### src/rtl/ipark_tr.sv
// ----------------------------------------------------------------------------
// ipark_tr -- inverse Park transform (d/q -> alpha/beta)
//
//   valpha = vd*cos - vq*sin
//   vbeta  = vd*sin + vq*cos
//
// A single signed DW x DW multiplier is time-shared over four cycles under an
// FSM (IDLE -> MA0 -> MA1 -> MB0 -> MB1 -> FIN -> IDLE). sin/cos are signed
// fixed point with FRAC fractional bits (Q14 at default: 16384 = 1.0).
// Results are rounded half toward +inf, then saturated to DW bits.
//
// Handshake: i_en is a one-cycle "operands valid" strobe that is only looked
// at while the block is idle (o_busy = 0). While busy, i_en is dropped and the
// captured operands stay untouched. o_en pulses high for exactly one cycle
// when o_valpha/o_vbeta take a new value; the outputs hold between updates.
//
// Optional feature macro: IPARK_OVERRUN_EN
//   defined   -> o_overrun port exists; sticky flag set by i_en while busy,
//                cleared only by reset.
//   undefined -> no o_overrun port; i_en while busy is silently dropped.
//
// Ports
//   clk        in   1   clock, rising edge
//   rstn       in   1   asynchronous active-low reset
//   i_en       in   1   input-valid strobe (sampled only when idle)
//   i_vd       in   DW  d-axis voltage, signed
//   i_vq       in   DW  q-axis voltage, signed
//   i_sin      in   DW  sin(psi), signed fixed point
//   i_cos      in   DW  cos(psi), signed fixed point
//   o_en       out  1   one-cycle result strobe
//   o_valpha   out  DW  alpha-axis voltage, signed
//   o_vbeta    out  DW  beta-axis voltage, signed
//   o_busy     out  1   transform in progress
//   o_overrun  out  1   sticky overrun flag (IPARK_OVERRUN_EN only)
// ----------------------------------------------------------------------------
module ipark_tr #(
    parameter int DW   = 16,
    parameter int FRAC = 14
) (
    input  logic                 clk,
    input  logic                 rstn,
    input  logic                 i_en,
    input  logic signed [DW-1:0] i_vd,
    input  logic signed [DW-1:0] i_vq,
    input  logic signed [DW-1:0] i_sin,
    input  logic signed [DW-1:0] i_cos,
    output logic                 o_en,
    output logic signed [DW-1:0] o_valpha,
    output logic signed [DW-1:0] o_vbeta,
    output logic                 o_busy
`ifdef IPARK_OVERRUN_EN
    ,
    output logic                 o_overrun
`endif
);

    localparam int PW = 2 * DW;      // product width
    localparam int AW = 2 * DW + 1;  // accumulator width: sum of two products cannot overflow
    localparam int RW = AW + 1;      // headroom for the rounding constant

    localparam logic signed [RW-1:0] RND_C = RW'(1) <<< (FRAC - 1);
    localparam logic signed [RW-1:0] MAX_C = RW'((2 ** (DW - 1)) - 1);
    localparam logic signed [RW-1:0] MIN_C = ~MAX_C;

    typedef enum logic [2:0] {
        IDLE = 3'd0,
        MA0  = 3'd1,
        MA1  = 3'd2,
        MB0  = 3'd3,
        MB1  = 3'd4,
        FIN  = 3'd5
    } state_t;

    state_t state;
    state_t state_nxt;

    logic signed [DW-1:0] vd_r;
    logic signed [DW-1:0] vq_r;
    logic signed [DW-1:0] sin_r;
    logic signed [DW-1:0] cos_r;

    logic signed [DW-1:0] mul_x;
    logic signed [DW-1:0] mul_y;
    logic signed [PW-1:0] prod;

    logic signed [AW-1:0] acc_a;
    logic signed [AW-1:0] acc_b;
    logic signed [RW-1:0] rnd_a;
    logic signed [RW-1:0] rnd_b;

    function automatic logic signed [DW-1:0] sat(input logic signed [RW-1:0] x);
        if (x > MAX_C) begin
            return DW'(MAX_C);
        end else if (x < MIN_C) begin
            return DW'(MIN_C);
        end
        return DW'(x);
    endfunction

    // The one shared multiplier.
    assign prod = PW'(mul_x) * PW'(mul_y);

    // Round half toward +inf: add half an LSB, then arithmetic shift.
    assign rnd_a = (RW'(acc_a) + RND_C) >>> FRAC;
    assign rnd_b = (RW'(acc_b) + RND_C) >>> FRAC;

    always_ff @(posedge clk or negedge rstn) begin
        if (!rstn) begin
            state <= IDLE;
        end else begin
            state <= state_nxt;
        end
    end

    // Next state and multiplier operand selection.
    always_comb begin
        state_nxt = state;
        mul_x     = '0;
        mul_y     = '0;
        case (state)
            IDLE: begin
                if (i_en) begin
                    state_nxt = MA0;
                end
            end
            MA0: begin
                mul_x     = vd_r;
                mul_y     = cos_r;
                state_nxt = MA1;
            end
            MA1: begin
                mul_x     = vq_r;
                mul_y     = sin_r;
                state_nxt = MB0;
            end
            MB0: begin
                mul_x     = vd_r;
                mul_y     = sin_r;
                state_nxt = MB1;
            end
            MB1: begin
                mul_x     = vq_r;
                mul_y     = cos_r;
                state_nxt = FIN;
            end
            FIN: begin
                state_nxt = IDLE;
            end
            default: begin
                state_nxt = IDLE;
            end
        endcase
    end

    always_ff @(posedge clk or negedge rstn) begin
        if (!rstn) begin
            vd_r     <= '0;
            vq_r     <= '0;
            sin_r    <= '0;
            cos_r    <= '0;
            acc_a    <= '0;
            acc_b    <= '0;
            o_valpha <= '0;
            o_vbeta  <= '0;
            o_en     <= 1'b0;
            o_busy   <= 1'b0;
        end else begin
            o_en <= 1'b0;
            case (state)
                IDLE: begin
                    if (i_en) begin
                        vd_r   <= i_vd;
                        vq_r   <= i_vq;
                        sin_r  <= i_sin;
                        cos_r  <= i_cos;
                        o_busy <= 1'b1;
                    end
                end
                MA0: acc_a <= AW'(prod);
                MA1: acc_a <= acc_a - AW'(prod);
                MB0: acc_b <= AW'(prod);
                MB1: acc_b <= acc_b + AW'(prod);
                FIN: begin
                    o_valpha <= sat(rnd_a);
                    o_vbeta  <= sat(rnd_b);
                    o_en     <= 1'b1;
                    o_busy   <= 1'b0;
                end
                default: ;
            endcase
        end
    end

`ifdef IPARK_OVERRUN_EN
    // Any strobe that arrives while busy is lost; remember that it happened.
    always_ff @(posedge clk or negedge rstn) begin
        if (!rstn) begin
            o_overrun <= 1'b0;
        end else if (i_en && o_busy) begin
            o_overrun <= 1'b1;
        end
    end
`endif

endmodule

### config.mk
export PLATFORM = sky130hd
export DESIGN_NAME = ipark_tr
export DESIGN_NICKNAME = d
export VERILOG_FILES = /design/src/rtl/ipark_tr.sv
export SDC_FILE = /design/constraint.sdc
export NUM_CORES = 1
export LEC_CHECK = 0
export CORE_MARGIN = 2
export CORE_UTILIZATION = 52
export DETAILED_ROUTE_END_ITERATION = 12
export PLACE_DENSITY = 0.7
export SYNTH_ARGS = -nofsm -noshare
export SYNTH_HDL_FRONTEND = slang
export SYNTH_SLANG_ARGS = --single-unit
### constraint.sdc
create_clock -name clk -period 13.5 [get_ports clk]
set_input_delay 4.05 -clock clk [delete_from_list [all_inputs] [get_ports clk]]
set_output_delay 4.05 -clock clk [all_outputs]
set_load 0.01 [all_outputs]
==> results of run 1 <==
==> worst max-delay path by stage <==
stage                  start  depth (start not counted)   endpoint
floorplan           state[1]                         45  acc_a[30]
global placement    state[1]                         36  acc_a[30]
detailed placement  state[1]                         36  acc_a[30]
CTS                 state[1]                         36  acc_a[30]
global route        state[1]                         36  acc_a[30]
finish              state[1]                         36  acc_a[30]
==> cells in the final DEF, fill, tap and decap left out, drive strengths merged, types with 27 or more instances in the layout <==
cell           count
xor2              38
o21a              40
a21oi            104
a22o              29
mux2              65
ha               143
a211oi            29
nor2             246
nand3             38
dfrtp            167
a22oi             32
xnor2             70
inv              369
nand2            210
nor3              27
a21o              40
o211ai            42
clkdlybuf4s50     99
fa               264
o21ai             56
==> cell type report <==
class | count | area (sq um) | area share
Clock buffer | 17 | 425 | 0.0183
Tap cell | 525 | 657 | 0.0283
Timing Repair Buffer | 123 | 1170 | 0.0506
Inverter | 365 | 1370 | 0.0590
Multi-Input combinational cell | 1732 | 15200 | 0.656
Clock inverter | 15 | 185 | 0.00797
Sequential cell | 167 | 4180 | 0.180
==> state kept, by name, summed over array words and instances (netlist names), 3 cells and up <==
register	cells
o_valpha	16
state	3
acc_a	33
cos_r	16
vd_r	16
vq_r	16
acc_b	33
o_vbeta	16
sin_r	16
==> per-stage QoR <==
| step | cell area (sq um) | utilization | worst slack, ns | hold slack, ns | cells |
|---|---|---|---|---|---|
| 3_5_place_dp | 22600 | 0.567 | 1.21 | 0.469 | 2912 |
| 4_1_cts | 23200 | 0.582 | 1.21 | 0.485 | 2944 |
| 6_report | 23200 | 0.582 | 1.00 | 0.484 | 2944 |
| 2_1_floorplan | 21100 | - | 3.64 | 0.462 | 2362 |
| 5_1_grt | 23200 | 0.582 | 0.345 | 0.506 | 2944 |
| 3_3_place_gp | 22600 | 0.567 | 1.57 | 0.459 | 2912 |
==> kinds of logic after synthesis <==
| family | Yosys count | share of synthesized area |
|---|---|---|
| muxes | 69 | 0.0365 |
| adders and majority gates | 413 | 0.338 |
| xor gates and xnor gates | 108 | 0.0447 |
| and+or+nand+nor | 635 | 0.131 |
| buffers and inverters | 463 | 0.0823 |
| DFF | 167 | 0.198 |
| AOI/OAI and AO/OA | 507 | 0.170 |
==> worst max-delay path: cells and delay by family (launching register included) <==
kind,cells,cell delay (ns)
XOR/XNOR,1,0.37
AND/OR/NAND/NOR,8,2.35
flip-flops,1,0.53
buffers and inverters,5,0.34
AO/OA/AOI/OAI,10,3.65
adder cells (fa/ha/maj),12,5.19
==> cells in the mapped netlist, drive strengths merged (17+ instances only) <==
cell type,instances,area [sq um]
inv,362,1360
fa,264,5290
nor2,246,923
nand2,210,788
dfrtp,167,4180
ha,143,1790
a21oi,104,521
clkbuf,95,357
xnor2,70,613
mux2,65,732
o21ai,56,280
o211ai,42,315
a21o,40,300
o21a,40,300
nand3,38,190
xor2,38,333
a22oi,32,240
a211oi,29,218
a22o,29,254
nor3,27,135
a221oi,22,193
nand2b,22,138
and3,17,106
==> per-layer routing <==
layer / up-vias / track usage / share of wire
li1: 7994 / - / -
met1: 8632 / 0.389 / 0.43
met2: 602 / 0.483 / 0.47
met3: 154 / 0.0504 / 0.056
met4: 0 / 0.148 / 0.049
met5: - / 0 / 0
==> metrics, run 1 <==
number of diodes=0; Initial DRC Count=1383; Clock Pin Slew Worst Setup and Hold Paths=0.08 ns; MaxCap Viol Count=0; asr flop ratio synth=1.00; CTS Sinks=167; Worst Hold Class=register to register; Reg2Reg Depth=36; post-CTS sizing=0; DR DRC count=0; vias in the first global route=approximately 18000; die height=roughly 200 microns; Hold Crit Depth=1; Avg Cell Area, Syn=about 9.0 sq um; Synth Register Bits=167; Critical Path Start Type=register; initial core utilization=0.530; Initial DRT Pass Iterations=6; die width=between 200 and 250 microns; CTS Buffer Depth=2; critical path data arrival time=12.93 ns; post-DR vias/cell=between 5 and 6; cts bufs inserted=17; Setup CP Type=register to register; # setup viols final=0; Post-Syn Area=21100 sq um; worst r2r dst=acc_a[30]; CTS tree=built; Filler Cells Inserted=3529; die area=42300 sq um; Layout area overhead=9.87%; Seq/Total Area, Yosys=0.198; fin crit period=12.50 ns; post-CTS setup buffer count=0; ANT nets after route=0; Syn Nets=2836; setup TNS=0 ns; Clock H-tree levels=4; antenna violations before repair=0; num ports=101; share of layout cells above drive strength 1=0.0628; slowest stage cell, crit path=a22oi_1; RSZ-0062 raised after global routing=false; root buffer cell=clkbuf_16; Rel. slew slack=0.00416; critical path capture point type=register; # hold bufs at CTS=0; number of flops mapped to enable cells by yosys=0; largest net degree at the start of global routing=96; cell count after synthesis=approximately 2400; GRT Residual Overflow=0; post-synth cell types=74; ys flop type=dfrtp_1; synth warn=0; Critical Path RT=13.93 ns; Worst Hold End=o_busy; Worst R2R Setup Slack=1.00 ns; DP HPWL=46300 microns; Most common cell on crit path=fa_1; Worst Path Max Fanout=32; r2r startpoint=state[1]; PortBufs=100; GRT Util Overall=0.299; Setup Skew=0.0228 ns; vias=~17000; Worst-Margin Slew=1.49 ns; # nets final=between 2000 and 3000; CP max stage delay=1.41 ns; routability cong.=approximately 0.97; Final Cycle Share=0.926; Avg WL per Cell=between 20 and 25 microns; fmax=80.0 MHz; status=completed; Slew Limit Fails=0; Rows=73; final hold vios=0; worst skew pair latency=0.50 ns; first-pass GRT wire length=97000 microns; DRT Wirelength=59200 microns; core box area=39900 sq um; hold wc startpoint=o_busy
Power of run 1 is left out: the tool's default activity adds up to more than one toggle a clock period on the data nets, which glitch-free logic cannot reach.
==> inputs of run 2 (changes only) <==
--- a/config.mk
+++ b/config.mk
@@ -8,7 +8,8 @@
 export CORE_MARGIN = 2
 export CORE_UTILIZATION = 52
 export DETAILED_ROUTE_END_ITERATION = 12
-export PLACE_DENSITY = 0.7
+export DONT_BUFFER_PORTS = 1
+export PLACE_DENSITY = 0.67
 export SYNTH_ARGS = -nofsm -noshare
 export SYNTH_HDL_FRONTEND = slang
 export SYNTH_SLANG_ARGS = --single-unit
==> constraint.sdc (replaced) <==
create_clock -name clk -period 12.6 [get_ports clk]
set_input_delay 3.78 -clock clk [delete_from_list [all_inputs] [get_ports clk]]
set_output_delay 3.78 -clock clk [all_outputs]
set_load 0.01 [all_outputs]
==> run 2 against run 1 <==
  * Register-to-register slack better by 0.12 ns
  * Critical path type unchanged
  * Maximum frequency increased by 8.9%
  * Largest cell class unchanged
  * Die area is the same
  * Global-route usage down 1.1 points
  * Via count decreased by 3.6%
  * Setup slack better by 0.12 ns
==> metrics, run 2 (synthesis gave the netlist of run 1 again) <==
Worst Path Max Fanout=20; DRT Wirelength=56400 microns; Final Util=0.560; largest registers=acc_a x33, acc_b x33; commonest cells after routing, fill and taps aside=360 x inv_1, 264 x fa_1, 246 x nor2_1; cts bufs inserted=17; DR DRC count=0; Rel. slew slack=0.246; Rows=73; die height=206 microns; worst skew pair latency=0.49 ns; Clock H-tree levels=4; MaxCap Viol Count=0; worst setup margin=approximately 1.1 ns; CTS tree=built; fin cells=between 2000 and 3000; antenna violations before repair=0; post-CTS setup buffer count=0; Worst R2R Setup Slack=1.13 ns; first-pass GRT wire length=93800 microns; Slew Limit Fails=0; DP Worst Slack=about 1.2 ns; Initial DRC Count=between 1000 and 1500; Critical Path RT=13.03 ns; PortBufs=0; fmax=87.1 MHz; status=completed; Final Cycle Share=0.911; die width=206 microns; vias in the first global route=17400; Setup Skew=approximately 0.02 ns; critical path capture point type=register; post-CTS sizing=0; most common cell after layout, fill and taps aside=inv_1; # setup viols final=0; Initial DRT Pass Iterations=6; Most common cell on crit path=a21o_1; Critical Path Start Type=register; Multi-input gate area=about 15000 sq um; CP max stage delay=0.75 ns; num ports=101; slowest stage cell, crit path=a22oi_1; Worst Hold Class=register to register; critical path data arrival time=11.90 ns; number of diodes=0; Filler Cells Inserted=3587; ANT nets after route=0; RSZ-0062 raised after global routing=false; CTS Sinks=167; fin crit period=11.47 ns; routability cong.=0.937; core box area=39900 sq um; Layout area overhead=5.72%; largest net degree at the start of global routing=168; root buffer cell=clkbuf_16; setup TNS=0 ns; GRT Residual Overflow=0; Avg WL per Cell=19.7 microns; DP HPWL=~45000 microns; Register Area=4180 sq um; vias=16800; die area=between 40000 and 50000 sq um; Clock Pin Slew Worst Setup and Hold Paths=0.08 ns; initial core utilization=0.530; Placed Cells incl. Taps=2825; # nets final=2793; share of layout cells above drive strength 1=0.0703; final hold vios=0; # hold bufs at CTS=0; post-DR vias/cell=between 5 and 6; CTS Buffer Depth=2; GRT Util Overall=0.288; Setup CP Type=register to register; Worst-Margin Slew=around 1.1 ns
## run 2: critical path, delay by kind of cell (launching register included)
kind / cells / cell delay, ns
AND/OR/NAND/NOR: 6 / 1.78
buffers and inverters: 4 / 0.19
adder cells (fa/ha/maj): 12 / 4.56
XOR/XNOR: 1 / 0.41
flip-flops: 1 / 0.45
AO/OA/AOI/OAI: 18 / 4.00
## run 2: path summary, 6_finish.rpt
kind	startpoint	to	cells past startpoint
setup / recovery	state[0]	acc_a[30]	41
hold / removal	acc_a[8]	acc_a[8]	2
setup reg to reg	state[0]	acc_a[30]	41
hold reg to reg	acc_a[8]	acc_a[8]	2
max in group asynchronous	rstn	acc_a[30]	0
min in group asynchronous	rstn	vd_r[8]	0
## run 2: area by class of cell
type,count,area share
Clock buffer,17,0.0190
Clock inverter,15,0.00946
Inverter,365,0.0614
Multi-Input combinational cell,1732,0.682
Sequential cell,167,0.187
Tap cell,525,0.0294
Timing Repair Buffer,36,0.0121
## run 2: metrics by stage
stage,hold slack (ns),instance area [sq um]
2_1_floorplan,0.462,21100
3_3_place_gp,0.478,21700
3_5_place_dp,0.489,21700
4_1_cts,0.510,22400
5_1_grt,0.537,22400
6_report,0.507,22400
## run 2: routing by layer
metal	part of all wire	global-route usage	routed length (microns)	vias to the layer above
li1	-	-	-	7836
met1	0.43	0.386	24300	8256
met2	0.47	0.459	26300	534
met3	0.058	0.0439	3250	133
met4	0.044	0.133	2500	0
met5	0	0	0	-
Power of run 2 is left out for the same reason.
==> inputs of run 3 (changes only) <==
--- a/config.mk
+++ b/config.mk
@@ -5,11 +5,13 @@
 export SDC_FILE = /design/constraint.sdc
 export NUM_CORES = 1
 export LEC_CHECK = 0
+export CELL_PAD_IN_SITES_DETAIL_PLACEMENT = 1
+export CELL_PAD_IN_SITES_GLOBAL_PLACEMENT = 1
 export CORE_MARGIN = 2
 export CORE_UTILIZATION = 52
 export DETAILED_ROUTE_END_ITERATION = 12
 export DONT_BUFFER_PORTS = 1
-export PLACE_DENSITY = 0.67
+export PLACE_DENSITY_LB_ADDON = 0.1
 export SYNTH_ARGS = -nofsm -noshare
 export SYNTH_HDL_FRONTEND = slang
 export SYNTH_SLANG_ARGS = --single-unit
==> run 3 against run 2 <==
  * Via count is 3.5% higher
  * Final area shrank 0.26%
  * Sequential cell count stayed put
  * Die area unchanged
  * Final cell count did not move
  * Register-to-register slack worse by 0.34 ns
  * Non-clock buffer count did not move
  * Hold slack gained 0.0088 ns
  * Setup slack lost 0.34 ns
  * Global-route usage rose by 4.3 points
  * Clock-buffer cell count increased by 3
  * First-iteration DRC count is 7.9% lower
  * Critical endpoint unchanged
  * Largest cell class unchanged
  * Highest routed layer unchanged
==> metrics, run 3 (synthesis gave the netlist of run 1 again) <==
status=completed; Multi-input gate area=15200 sq um; largest registers=acc_a x33, acc_b x33; slowest stage cell, crit path=a22oi_1; ANT nets after route=0; core box area=39900 sq um; critical path capture point type=register; Final Cycle Share=0.938; Rel. slew slack=0.103; number of diodes=0; fmax=84.6 MHz; DR DRC count=0; # setup viols final=0; most common cell after layout, fill and taps aside=inv_1; die width=206 microns; die area=42300 sq um; Initial DRC Count=1056; Worst-Margin Slew=1.35 ns; Hold Crit Depth=2; worst r2r dst=acc_a[30]; Worst Path Max Fanout=21; CTS tree=built; Critical Path RT=13.03 ns; CP max stage delay=1.21 ns; worst skew pair latency=~0.5 ns; Filler Cells Inserted=4600; largest net degree at the start of global routing=168; Setup CP Type=register to register; Rows=73; # nets final=~2800; Placed Area=21700 sq um; Register Area=4180 sq um; Setup Skew=0.0200 ns; critical path data arrival time=12.25 ns; RSZ-0062 raised after global routing=false; Worst R2R Setup Slack=0.78 ns; CTS Buffer Depth=2; Layout area overhead=5.44%; Worst Hold End=acc_a[8]; die height=206 microns; fin crit period=11.82 ns; DP HPWL=52200 microns; setup TNS=0 ns; Worst Hold Class=register to register; Slew Limit Fails=0; GRT Residual Overflow=0; Critical Path Start Type=register; CTS Sinks=167; post-CTS setup buffer count=0; vias=~17000; first-pass GRT wire length=~110000 microns; Reg2Reg Depth=37; GRT Util Overall=0.330; MaxCap Viol Count=0; routability cong.=0.888; # hold bufs at CTS=0; Clock Pin Slew Worst Setup and Hold Paths=0.07 ns; DRT Wirelength=65800 microns; root buffer cell=clkbuf_16; antenna violations before repair=1; cts bufs inserted=17; hold wc startpoint=acc_a[8]; post-CTS sizing=0; post-DR vias/cell=6.07; Initial DRT Pass Iterations=5; Clock H-tree levels=4; num ports=101; Avg WL per Cell=23.0 microns; initial core utilization=0.530; final hold vios=0; share of layout cells above drive strength 1=0.0703; r2r startpoint=state[1]; vias in the first global route=19000; Most common cell on crit path=fa_1; commonest cells after routing, fill and taps aside=360 x inv_1, 264 x fa_1, 246 x nor2_1; post-route cell area=22300 sq um; PortBufs=0
run 3: cell types whose count changed in the layout (fill, tap and decap cells not counted), sizes merged:
cell      before  now
clkbuf        17   20
bufinv         3    1
clkinv         7    9
clkinvlp       2    0
inv          368  367
run 3: area by class of cell:
cell class / instances / share of cell area
Sequential cell: 167 / 0.187
Timing Repair Buffer: 36 / 0.0121
Multi-Input combinational cell: 1732 / 0.683
Inverter: 365 / 0.0615
Tap cell: 525 / 0.0295
Clock inverter: 12 / 0.00505
Clock buffer: 20 / 0.0209
run 3: worst max-delay path: cells and delay by family (launching register included):
| kind | cells | cell delay [ns] |
|---|---|---|
| AND/OR/NAND/NOR | 8 | 1.54 |
| buffers and inverters | 6 | 0.66 |
| XOR/XNOR | 1 | 0.34 |
| flip-flops | 1 | 0.52 |
| AO/OA/AOI/OAI | 10 | 3.36 |
| adder cells (fa/ha/maj) | 12 | 5.28 |
run 3: worst max path at each step:
stage               startpoint   endpoint  depth (start not counted)
finish                state[1]  acc_a[30]                         37
global route          state[1]  acc_a[32]                         37
CTS                   state[1]  acc_a[30]                         37
detailed placement    state[1]  acc_a[30]                         37
global placement      state[1]  acc_a[30]                         36
floorplan             state[1]  acc_a[30]                         45
run 3: metal layers:
| layer | part of all wire | track usage | vias to the layer above |
|---|---|---|---|
| met4 | 0.042 | 0.142 | 0 |
| li1 | - | - | 7817 |
| met2 | 0.49 | 0.568 | 494 |
| met5 | 0 | 0 | - |
| met1 | 0.42 | 0.417 | 8903 |
| met3 | 0.049 | 0.0424 | 137 |
run 3: through the flow:
step                      instances  utilization  worst slack, ns  hold slack (ns)
after floorplan                2362            -             2.74            0.462
after global placement         2825        0.544             1.29            0.477
after detailed placement       2825        0.544            0.944            0.494
after CTS                      2857        0.559            0.913            0.514
after global routing           2857        0.559            0.113            0.541
final                          2857        0.559            0.781            0.516
Power of run 3 is left out for the same reason.
